### src/rtl/fpga_gpio_cond.sv
// rtl/fpga_gpio_cond.sv - GPIO input conditioner: synchroniser, debounce, edge events, irq
//
// Purpose:
//   Per-channel conditioning of asynchronous GPIO pad inputs. Each pad goes
//   through a SYNC_STAGES flop chain, then a debounce filter producing the
//   filtered state f. Accepted changes of f raise one-cycle rise/fall pulses,
//   which (if enabled) set sticky event flags; masked events drive irq_o.
//
// Configuration macro:
//   GPIO_DEBOUNCE_EN - when defined, a per-channel counter requires
//                      DEBOUNCE_CYCLES stable cycles before f follows s.
//                      When undefined, no counters exist and f <= s each cycle.
//
// Ports:
//   clk         in   single clock, rising edge
//   rst         in   asynchronous active-high reset
//   gpio_pad_i  in   raw asynchronous pad levels
//   gpio_dir_i  in   1 = output (SoC drives), 0 = input
//   gpio_out_i  in   SoC output values
//   gpio_in_o   out  conditioned input value (or gpio_out_i when output)
//   rise_en_i   in   per-channel rising-edge event enable
//   fall_en_i   in   per-channel falling-edge event enable
//   evt_clr_i   in   per-channel sticky event clear (level)
//   irq_mask_i  in   per-channel interrupt enable
//   rise_o      out  one-cycle pulse when f becomes 1
//   fall_o      out  one-cycle pulse when f becomes 0
//   evt_o       out  sticky event flags
//   irq_o       out  registered OR of evt_o & irq_mask_i

module fpga_gpio_cond #(
    parameter int NUM_GPIO        = 32,
    parameter int SYNC_STAGES     = 2,
    parameter int DEBOUNCE_CYCLES = 16
) (
    input  logic                clk,
    input  logic                rst,
    input  logic [NUM_GPIO-1:0] gpio_pad_i,
    input  logic [NUM_GPIO-1:0] gpio_dir_i,
    input  logic [NUM_GPIO-1:0] gpio_out_i,
    output logic [NUM_GPIO-1:0] gpio_in_o,
    input  logic [NUM_GPIO-1:0] rise_en_i,
    input  logic [NUM_GPIO-1:0] fall_en_i,
    input  logic [NUM_GPIO-1:0] evt_clr_i,
    input  logic [NUM_GPIO-1:0] irq_mask_i,
    output logic [NUM_GPIO-1:0] rise_o,
    output logic [NUM_GPIO-1:0] fall_o,
    output logic [NUM_GPIO-1:0] evt_o,
    output logic                irq_o
);

    // ------------------------------------------------------------------
    // Synchroniser chain
    // ------------------------------------------------------------------
    logic [NUM_GPIO-1:0] sync_q [SYNC_STAGES];
    logic [NUM_GPIO-1:0] sync_d [SYNC_STAGES];
    logic [NUM_GPIO-1:0] s;

    always_comb begin
        sync_d[0] = gpio_pad_i;
        for (int k = 1; k < SYNC_STAGES; k++) begin
            sync_d[k] = sync_q[k-1];
        end
    end

    always_ff @(posedge clk or posedge rst) begin
        if (rst) begin
            for (int k = 0; k < SYNC_STAGES; k++) begin
                sync_q[k] <= '0;
            end
        end else begin
            for (int k = 0; k < SYNC_STAGES; k++) begin
                sync_q[k] <= sync_d[k];
            end
        end
    end

    assign s = sync_q[SYNC_STAGES-1];

    // ------------------------------------------------------------------
    // Filter: f follows s, optionally after DEBOUNCE_CYCLES stable cycles
    // ------------------------------------------------------------------
    logic [NUM_GPIO-1:0] f_q, f_d;
    logic [NUM_GPIO-1:0] upd;   // accepted change of f on an input channel

`ifdef GPIO_DEBOUNCE_EN
    localparam int CNT_W = $clog2(DEBOUNCE_CYCLES + 1);
    localparam logic [CNT_W-1:0] CNT_LAST = CNT_W'(DEBOUNCE_CYCLES - 1);

    logic [CNT_W-1:0] cnt_q [NUM_GPIO];
    logic [CNT_W-1:0] cnt_d [NUM_GPIO];

    // The counter only advances while s differs from f and is cleared on
    // acceptance, so it tops out at CNT_LAST and can never wrap.
    always_comb begin
        f_d = f_q;
        upd = '0;
        for (int i = 0; i < NUM_GPIO; i++) begin
            cnt_d[i] = '0;
            if (gpio_dir_i[i]) begin
                // Output channel: shadow the pad silently so switching back
                // to input starts from a matched state.
                f_d[i] = s[i];
            end else if (s[i] != f_q[i]) begin
                if (cnt_q[i] == CNT_LAST) begin
                    f_d[i] = s[i];
                    upd[i] = 1'b1;
                end else begin
                    cnt_d[i] = cnt_q[i] + 1'b1;
                end
            end
        end
    end

    always_ff @(posedge clk or posedge rst) begin
        if (rst) begin
            for (int i = 0; i < NUM_GPIO; i++) begin
                cnt_q[i] <= '0;
            end
        end else begin
            for (int i = 0; i < NUM_GPIO; i++) begin
                cnt_q[i] <= cnt_d[i];
            end
        end
    end
`else
    always_comb begin
        f_d = s;
        upd = ~gpio_dir_i & (s ^ f_q);
    end
`endif

    // ------------------------------------------------------------------
    // Edge pulses, sticky events, interrupt
    // ------------------------------------------------------------------
    logic [NUM_GPIO-1:0] rise_q, rise_d;
    logic [NUM_GPIO-1:0] fall_q, fall_d;
    logic [NUM_GPIO-1:0] evt_q, evt_d;
    logic                irq_q, irq_d;

    always_comb begin
        // Pulses register alongside f so they coincide with the new level.
        rise_d = upd & s;
        fall_d = upd & ~s;
        // Set has priority over a simultaneous clear.
        evt_d  = (evt_q & ~evt_clr_i) | (rise_q & rise_en_i) | (fall_q & fall_en_i);
        irq_d  = |(evt_q & irq_mask_i);
    end

    always_ff @(posedge clk or posedge rst) begin
        if (rst) begin
            f_q    <= '0;
            rise_q <= '0;
            fall_q <= '0;
            evt_q  <= '0;
            irq_q  <= 1'b0;
        end else begin
            f_q    <= f_d;
            rise_q <= rise_d;
            fall_q <= fall_d;
            evt_q  <= evt_d;
            irq_q  <= irq_d;
        end
    end

    assign gpio_in_o = (gpio_dir_i & gpio_out_i) | (~gpio_dir_i & f_q);
    assign rise_o    = rise_q;
    assign fall_o    = fall_q;
    assign evt_o     = evt_q;
    assign irq_o     = irq_q;

endmodule

### config.mk
export PLATFORM = sky130hd
export DESIGN_NAME = fpga_gpio_cond
export DESIGN_NICKNAME = d
export VERILOG_FILES = /design/src/rtl/fpga_gpio_cond.sv
export SDC_FILE = /design/constraint.sdc
export NUM_CORES = 1
export LEC_CHECK = 0
export ABC_AREA = 1
export BUFFER_PORTS_ARGS = -buffer_cell sky130_fd_sc_hd__buf_2
export CORE_AREA = 2 2 139 141
export CTS_CLUSTER_DIAMETER = 60
export CTS_CLUSTER_SIZE = 10
export DETAILED_ROUTE_END_ITERATION = 12
export DIE_AREA = 0 0 141 143
export PLACE_DENSITY = 0.67
export SYNTH_ARGS = -nofsm -noshare
export SYNTH_HDL_FRONTEND = slang
export SYNTH_SLANG_ARGS = --single-unit
### constraint.sdc
create_clock -name clk -period 6.65 [get_ports clk]
set_input_delay 1.33 -clock clk [delete_from_list [all_inputs] [get_ports clk]]
set_output_delay 1.33 -clock clk [all_outputs]
set_load 0.05 [all_outputs]
==> run summary, run 1 <==
Routed via count - 5,211
Starting Density - 35.0%
Global-route wire length before repair - 25,000 µm
Final ANT Viol Nets - 0
Die ar. - 0.0202 mm²
# setup viols final - 0
Final std cells w/o fill - 1,229
Power share of the clock group - 36.4%
# diodes - 0
Max-slew violations - 0
Ys Warns - 0
Async set-or-reset flop fraction in the synthesized netlist - 100%
Status - complete, no violations
Rows - 50
Residual DRC count - 0
Met2 GRT Util - 29.4%
Chip Height - 143 µm
Slew margin rel. - 44.1%
Switch Pwr - 767 µW
Cell total after placement - 1,198
Cell Area, Placed - 0.00859 mm²
Pint - 1870 µW
Vias in the first global route - 5,059
Finished Core Util - 49.3%
Post-synth top cells - nand2_1 (245), dfrtp_1 (193), nor2_1 (74), inv_1 (65), o211ai_1 (32)
GRT Overall Usage - 16.4%
Root buffer cell - clkbuf_16
1st-iter DRT viols - 230
Max-Cap Viols - 0
First-pass DRT Iterations - 4
Max Freq - 0.306 GHz
Synth unique cells - 5
Top-count cell post-synth - nand2_1
Worst-case clock skew - 0.0119 ns
CTS tree - built
Die X - 141 µm
Max Fanout on Critical Path - 2
H-tree depth - 4
Largest net degree at the start of global routing - 130
Syn avg cell area - 10.7 µm²
Layout Nets - 1,209
Layout cell share with drive strength beyond 1 - 38.9%
Vias per cell - 4.24
Setup TNS - 0 ns
Register area share after synthesis - 74.2%
Synth Instances - 609
Initial antenna violation count - 0
Crit path DAT - 1.93 ns
DRT Wirelength - 16,500 µm
Worst vdd ir - 164 µV
Hold Path Class - flop to flop
I/O pin total - 355
Kind of critical path - input pin to output port
Area share of the largest cell type after synthesis - 74.2%
CTS Hold Bufs - 0
Post-synth EDFFs - 0
Pwr dens - 288 mW/mm²
Leading area contributor after synthesis - dfrtp_1
Cts repair resizes - 0
IO Port Bufs - 354
CP endpoint kind - output port
Design area - 0.00915 mm²
LEAKAGE - 0.00520 µW
Gpl congestion - 0.833
Worst Hold Slack - 0.349 ns
Net Sw Frac - 29.1%
CTS Buf Count - 17
Actual slew at the worst max-slew pin - 0.838 ns
Worst-path cell chain - buf_2, inv_1, nand2_1, nand2_1, buf_2
Slowest CP cell - buf_2
CTS clk-pin slew, worst paths - 0.07 ns
Cell Area, Synth - 0.00651 mm²
Hpwl dp - 13,200 µm
CP Launch Type - input pin
Final min period - 3.26 ns
CTS sink cnt - 193
Clock buffer depth - 2
Syn nets - 835
Unrepaired setup endpoints after global routing - false
Area added between synthesis and finish - 40.6%
Seq pwr share - 48.6%
Final worst-path cycle share - 49.1%
Synth Register Bits - 193
Setup Buffers After CTS - 0
Comb pwr share - 15.0%
Top_reg_cell synth - dfrtp_1
Met3 global-route usage - 4.59%
CP required - 5.32 ns
GRT busiest layer - met2
Drt wl/cell - 13.4 µm
Worst-Skew Late Latency - 0.42 ns
Core area - 0.0186 mm²
Synth top area cells - dfrtp_1 (74%), nand2_1 (14%), nor2_1 (4.3%)
Final hold vios - 0
Highest cell delay on the worst timing path - 0.26 ns
Total grt overflow - 0
Met1 usage - 19.3%
==> critical path, delay by kind of cell <==
family        cells  cell delay (ns)
buf+inv           3             0.45
simple gates      2             0.15
==> per-stage QoR <==
step	total power (µW)	setup WS (ns)
2_1_floorplan	1550	0.0645
3_3_place_gp	1700	3.40
3_5_place_dp	1700	3.39
4_1_cts	2670	3.39
5_1_grt	2760	3.34
6_report	2630	3.39
==> final cells by class <==
type	count	area, µm²
clock buffer	20	467
clock inverter	11	96.3
fill	1739	9430
inverter	65	251
multi-input combinational	351	1440
sequential	193	4830
tap	234	293
timing repair buffer	355	1780
==> registers in the layout (all words and copies together) (netlist names) <==
name and flops:
rise_o 32, f_d 32, sync_d 32, fall_o 32, f_q 32, evt_o 32
irq_o 1
==> metal layers <==
| layer | up-vias | part of all wire [%] | routed length [µm] |
|---|---|---|---|
| li1 | 2609 | - | - |
| met2 | 231 | 51 | 8410 |
| met1 | 2360 | 41 | 6750 |
| met3 | 11 | 6.7 | 1100 |
| met5 | - | 0 | 0 |
| met4 | 0 | 1.2 | 197 |
==> power by group through the flow <==
stage          Combinational, µW  Clock (µW)  Sequential, µW
2_1_floorplan                138           0            1410
3_3_place_gp                 399           0            1300
3_5_place_dp                 402           0            1300
4_1_cts                      402         989            1280
5_1_grt                      430        1050            1290
6_report                     396         958            1280
==> kinds of logic (layout without fill, tap and decap cells) <==
| family | Yosys count | count (layout) | synth area share, % |
|---|---|---|---|
| AND/OR/NAND/NOR | 319 | 319 | 18.4 |
| flip-flops | 193 | 193 | 74.2 |
| buffers and inverters | 65 | 451 | 3.75 |
| AO/OA/AOI/OAI | 32 | 32 | 3.69 |
==> placed cells by master (no fill, tap or decap), types with 4 or more instances in the layout <==
| master | netlist | routed |
|---|---|---|
| buf_2 | 0 | 354 |
| clkbuf_16 | 0 | 17 |
| dfrtp_1 | 193 | 193 |
| inv_1 | 65 | 64 |
| inv_6 | 0 | 4 |
| nand2_1 | 245 | 245 |
| nor2_1 | 74 | 74 |
| o211ai_1 | 32 | 32 |
==> path summary, 6_finish.rpt <==
path	start	cells past startpoint	slack, ns	end
worst max-delay path	gpio_dir_i[20]	5	3.39	gpio_in_o[20]
worst min register to register	sync_d[9]	0	0.35	f_d[9]
worst min-delay path	sync_d[9]	0	0.35	f_d[9]
min in group asynchronous	rst	2	1.09	sync_d[11]
worst max register to register	evt_o[28]	6	5.50	irq_o
max in group asynchronous	rst	3	4.22	f_d[25]
No activity file was read; power rests on OpenSTA's default activity.
==> run 2: changes to the inputs <==
==> constraint.sdc (replaced) <==
create_clock -name clk -period 2.75 [get_ports clk]
set_input_delay 0.55 -clock clk [delete_from_list [all_inputs] [get_ports clk]]
set_output_delay 0.55 -clock clk [all_outputs]
set_load 0.05 [all_outputs]
==> run 2 against run 1 <==
Compared with the run above:
- wire length down 3.1%
- sequential power up 140%
- register-to-register slack worse by 3.9 ns
- clock-buffer cell count down 1
- hold slack worse by 0.16 ns
- cell area up 0.74%
- core utilization up 0.36 points
- global-route usage down 0.68 points
- worst setup slack worse by 2.4 ns
- first-iteration DRC count down 19%
- clock power rose to 2.5 times the previous value
- critical path type is now flop to output port
==> run summary, run 2 (same netlist as run 1, synthesis figures left out) <==
Cell total after placement - 1,200
Starting Density - 35.0%
Worst-case clock skew - 0.0104 ns
Crit-path leading delay family - flip-flops
Gpl congestion - 0.782
Most common cell after layout, fill and taps aside - buf_2
Chip Height - 143 µm
Area added between synthesis and finish - 41.6%
Layout Nets - 1,211
Vias in the first global route - 5,077
GRT Overall Usage - 15.8%
CP Launch Type - flop
Setup TNS - 0 ns
Final min period - 1.74 ns
Max-slew violations - 0
Pwr dens - 703 mW/mm²
Core area - 0.0186 mm²
First-pass DRT Iterations - 4
Hold Path Class - input pin to async pin
Largest net degree at the start of global routing - 84
Clock buffer depth - 2
Global-route wire length before repair - 24,200 µm
Slowest CP cell - dfrtp_1
Post-route worst setup slack - 1.01 ns
CTS tree - built
Die X - 141 µm
Kind of critical path - flop to output port
Drt wl/cell - 12.9 µm
Worst-Skew Late Latency - 0.42 ns
Final hold vios - 0
CP required - 2.20 ns
Slew margin rel. - 62.1%
Rows - 50
Root buffer cell - clkbuf_16
DRT Wirelength - 15,900 µm
1st-iter DRT viols - 187
Max-Cap Viols - 0
Actual slew at the worst max-slew pin - 0.567 ns
I/O pin total - 355
Reg area - 0.00483 mm²
Vias per cell - 4.26
CP endpoint kind - output port
# diodes - 0
Unrepaired setup endpoints after global routing - false
Cts repair resizes - 0
Setup Buffers After CTS - 0
Fill cells - 1,715
CTS Hold Bufs - 0
H-tree depth - 4
Worst Hold Slack - 0.184 ns
Final ANT Viol Nets - 0
Worst-path cell chain - nand2_1, nand2_1, buf_2
Final std cells w/o fill - 1,232
CTS sink cnt - 193
Crit path DAT - 1.19 ns
Total grt overflow - 0
Residual DRC count - 0
# setup viols final - 0
Hpwl dp - 12,700 µm
Most frequent cells in the layout - buf_2 (354), nand2_1 (245), dfrtp_1 (193)
Worst Path Buf+Inv - 1
Worst vdd ir - 405 µV
Routed via count - 5,243
Status - complete, no violations
CTS clk-pin slew, worst paths - 0.07 ns
Initial antenna violation count - 1
Final worst-path cycle share - 63.4%
LEAKAGE - 0.00523 µW
Multi-input gate area - 0.00144 mm²
Final Power - 6480 µW
Max Freq - 0.573 GHz
Dpl ws - 1.03 ns
IO Port Bufs - 354
Die ar. - 0.0202 mm²
Max Fanout on Critical Path - 2
Layout cell share with drive strength beyond 1 - 39.1%
CTS Buf Count - 17
Crit-path most repeated cell - nand2_1
Highest cell delay on the worst timing path - 0.34 ns
==> run 2: cell count changes in the layout (fill, tap and decap cells not counted) <==
cell       change
buf_12         +2
bufinv_16      +1
clkbuf_8       -1
clkinv_4       +2
inv_6          -2
inv_8          +1
==> run 2: path summary, 6_finish.rpt <==
check	end	slack, ns	cells after the start	start
max	gpio_in_o[18]	1.01	3	f_q[18]
min	fall_o[10]	0.18	2	rst
max reg2reg	irq_o	1.56	6	evt_o[22]
min reg2reg	f_d[8]	0.35	0	sync_d[8]
max in group asynchronous	f_d[28]	1.77	3	rst
min in group clk	sync_d[15]	0.23	1	gpio_pad_i[15]
==> run 2: report_power, final <==
group	switching [µW]	total, µW	internal (µW)	leakage [µW]
Sequential	97.9	3090	2990	0.00241
Clock	1100	2440	1330	0.000296
Combinational	685	961	276	0.00253
Total	1880	6480	4600	0.00523
==> run 2: cell type report <==
type	count	area share (%)
Multi-Input combinational cell	351	15.6
Clock inverter	13	1.53
Sequential cell	193	52.4
Timing Repair Buffer	357	19.7
Clock buffer	19	4.91
Inverter	65	2.69
Tap cell	234	3.18
==> run 2: metal layers <==
metal  track usage (%)  part of all wire (%)  vias up
li1                  -                     -     2615
met1              18.4                    40     2387
met2              28.3                    52      228
met3              4.59                   6.8       11
met4              4.58                   1.0        2
met5                 0                 0.082        -
==> run 2: worst register-to-register path, stage by stage (launching register included) <==
cell and delay [ns]:
dfrtp_1 0.42, nand2_1 0.08, nand2_1 0.05, nor2_1 0.15, nand2_1 0.10, nor2_1 0.20, nand2_1 0.08
==> run 2: metrics by stage <==
stage / cell area [µm²] / util, %
CTS: 9220 / 49.6
global route: 9220 / 49.6
detailed placement: 8630 / 46.4
finish: 9220 / 49.6
global placement: 8630 / 46.4
floorplan: 6520 / -
==> run 3: changes to the inputs <==
==> constraint.sdc (replaced) <==
create_clock -name clk -period 1.5 [get_ports clk]
set_input_delay 0.3 -clock clk [delete_from_list [all_inputs] [get_ports clk]]
set_output_delay 0.3 -clock clk [all_outputs]
set_load 0.05 [all_outputs]
==> run 3 against run 2 <==
Compared with the run above:
- combinational power grew 100%
- final cell count grew 3.5%
- non-clock buffer count grew 43
- sequential share of layout area shrank 3.3 points
- sequential power grew 83%
- clock skew shrank 0.0057 ns
- largest power group unchanged
==> run summary, run 3 (same netlist as run 1, synthesis figures left out) <==
CTS clk-pin slew, worst paths - 0.07 ns
Cell Area, Placed - 0.00873 mm²
Global-route wire length before repair - 25,500 µm
Max Freq - 0.684 GHz
CTS Buf Count - 17
H-tree depth - 4
IO Port Bufs - 354
CP Launch Point - f_q[18]
DRT Wirelength - 16,800 µm
Comb pwr share - 15.9%
Most common cell after layout, fill and taps aside - buf_2
Layout cell share with drive strength beyond 1 - 39.5%
Actual slew at the worst max-slew pin - 0.336 ns
# diodes - 0
Worst R2R Setup Slack - 0.25 ns
Total grt overflow - 0
R2R cell count - 6
Residual DRC count - 0
Gpl congestion - 0.774
Switch Pwr - 3560 µW
Status - complete, no violations
Starting Density - 35.0%
Drt wl/cell - 13.2 µm
Max-Cap Viols - 0
Core area - 0.0186 mm²
CP endpoint kind - output port
Power share of the clock group - 37.8%
Chip Height - 143 µm
Area added between synthesis and finish - 51.0%
Pint - 8670 µW
Pwr dens - 1240 mW/mm²
Die X - 141 µm
Seq pwr share - 46.2%
Net Sw Frac - 29.1%
LEAKAGE - 0.00548 µW
CTS sink cnt - 193
Largest net degree at the start of global routing - 61
CP required - 1.20 ns
Slew margin rel. - 77.6%
Final min period - 1.46 ns
Worst-Skew Late Latency - 0.42 ns
Vias per cell - 4.25
Initial antenna violation count - 2
Setup TNS - 0 ns
Max Fanout on Critical Path - 2
GRT Overall Usage - 16.6%
Layout Nets - 1,254
Crit path DAT - 1.16 ns
Routed via count - 5,422
RR Startpoint - evt_o[15]
Design area - 0.00983 mm²
Final worst-path cycle share - 97.5%
Hold Path Class - input pin to flop
I/O pin total - 355
# setup viols final - 0
Kind of critical path - flop to output port
Die ar. - 0.0202 mm²
Vias in the first global route - 5,257
Hpwl dp - 13,300 µm
Final hold vios - 0
Reg2reg end - irq_o
Critical Path End - gpio_in_o[18]
First-pass DRT Iterations - 4
Most frequent cells in the layout - buf_2 (323), nand2_1 (235), dfrtp_1 (193)
Final ANT Viol Nets - 0
Rows - 50
Worst-case clock skew - 0.00476 ns
Worst vdd ir - 694 µV
Root buffer cell - clkbuf_16
Clock buffer depth - 2
Max-slew violations - 0
1st-iter DRT viols - 210
CTS tree - built
CP Launch Type - flop
run 3: area by class of cell:
| cell class | instances | area [µm²] |
|---|---|---|
| clock inverters | 15 | 198 |
| fillers | 1636 | 8750 |
| well taps | 234 | 293 |
| multi-input cells | 351 | 1460 |
| clock buffers | 17 | 425 |
| flip-flops and latches | 193 | 4830 |
| repair buffers | 400 | 2380 |
| inverters | 65 | 248 |
run 3: repair_timing:
item                                    in CTS  in global routing
setup buffers                                0                  1
resized for setup                           13                 61
hold buffers                                32                  0
endpoints found under the setup margin      11                 29
hold endpoints to repair                    36                  0
run 3: worst min path at each step:
stage                        startpoint   endpoint  cells past startpoint
after global placement              rst    f_q[10]                      2
final                     gpio_pad_i[0]  sync_d[0]                      1
after CTS                 gpio_pad_i[0]  sync_d[0]                      1
after detailed placement            rst    f_q[10]                      2
after floorplan               sync_d[0]     f_d[0]                      0
after global routing      gpio_pad_i[0]  sync_d[0]                      1
run 3: power by group through the flow:
stage	Combinational [µW]	Sequential, µW	Clock, µW
2_1_floorplan	612	6240	0
3_3_place_gp	1820	5750	0
3_5_place_dp	1840	5760	0
4_1_cts	1920	5660	4770
5_1_grt	2100	5690	4980
6_report	1950	5660	4620
run 3: stage by stage:
| step | total power [µW] | hold slack (ns) | util, % | cells | setup WS (ns) |
|---|---|---|---|---|---|
| finish | 12200 | 0.0318 | 52.9 | 1275 | 0.0380 |
| global route | 12800 | 0.0137 | 52.9 | 1275 | -0.00543 |
| CTS | 12400 | 0.0168 | 52.2 | 1274 | 0.00367 |
| detailed placement | 7590 | 0.266 | 47.0 | 1210 | 0.249 |
| global placement | 7570 | 0.261 | 47.0 | 1210 | 0.253 |
| floorplan | 6850 | 0.331 | - | 609 | -1.29 |
run 3: worst max-delay path, cell delays in order, from the launching register on:
cell and delay [ns]:
dfrtp_1 0.38, nand2_1 0.10, nand2_1 0.10, buf_6 0.17
run 3: layer usage:
layer / wire (µm) / share of wire [%] / global-route usage (%)
met4: 291 / 1.7 / 6.53
met2: 8740 / 52 / 29.4
met3: 991 / 5.9 / 3.55
met5: 16 / 0.095 / 0
met1: 6730 / 40 / 19.8
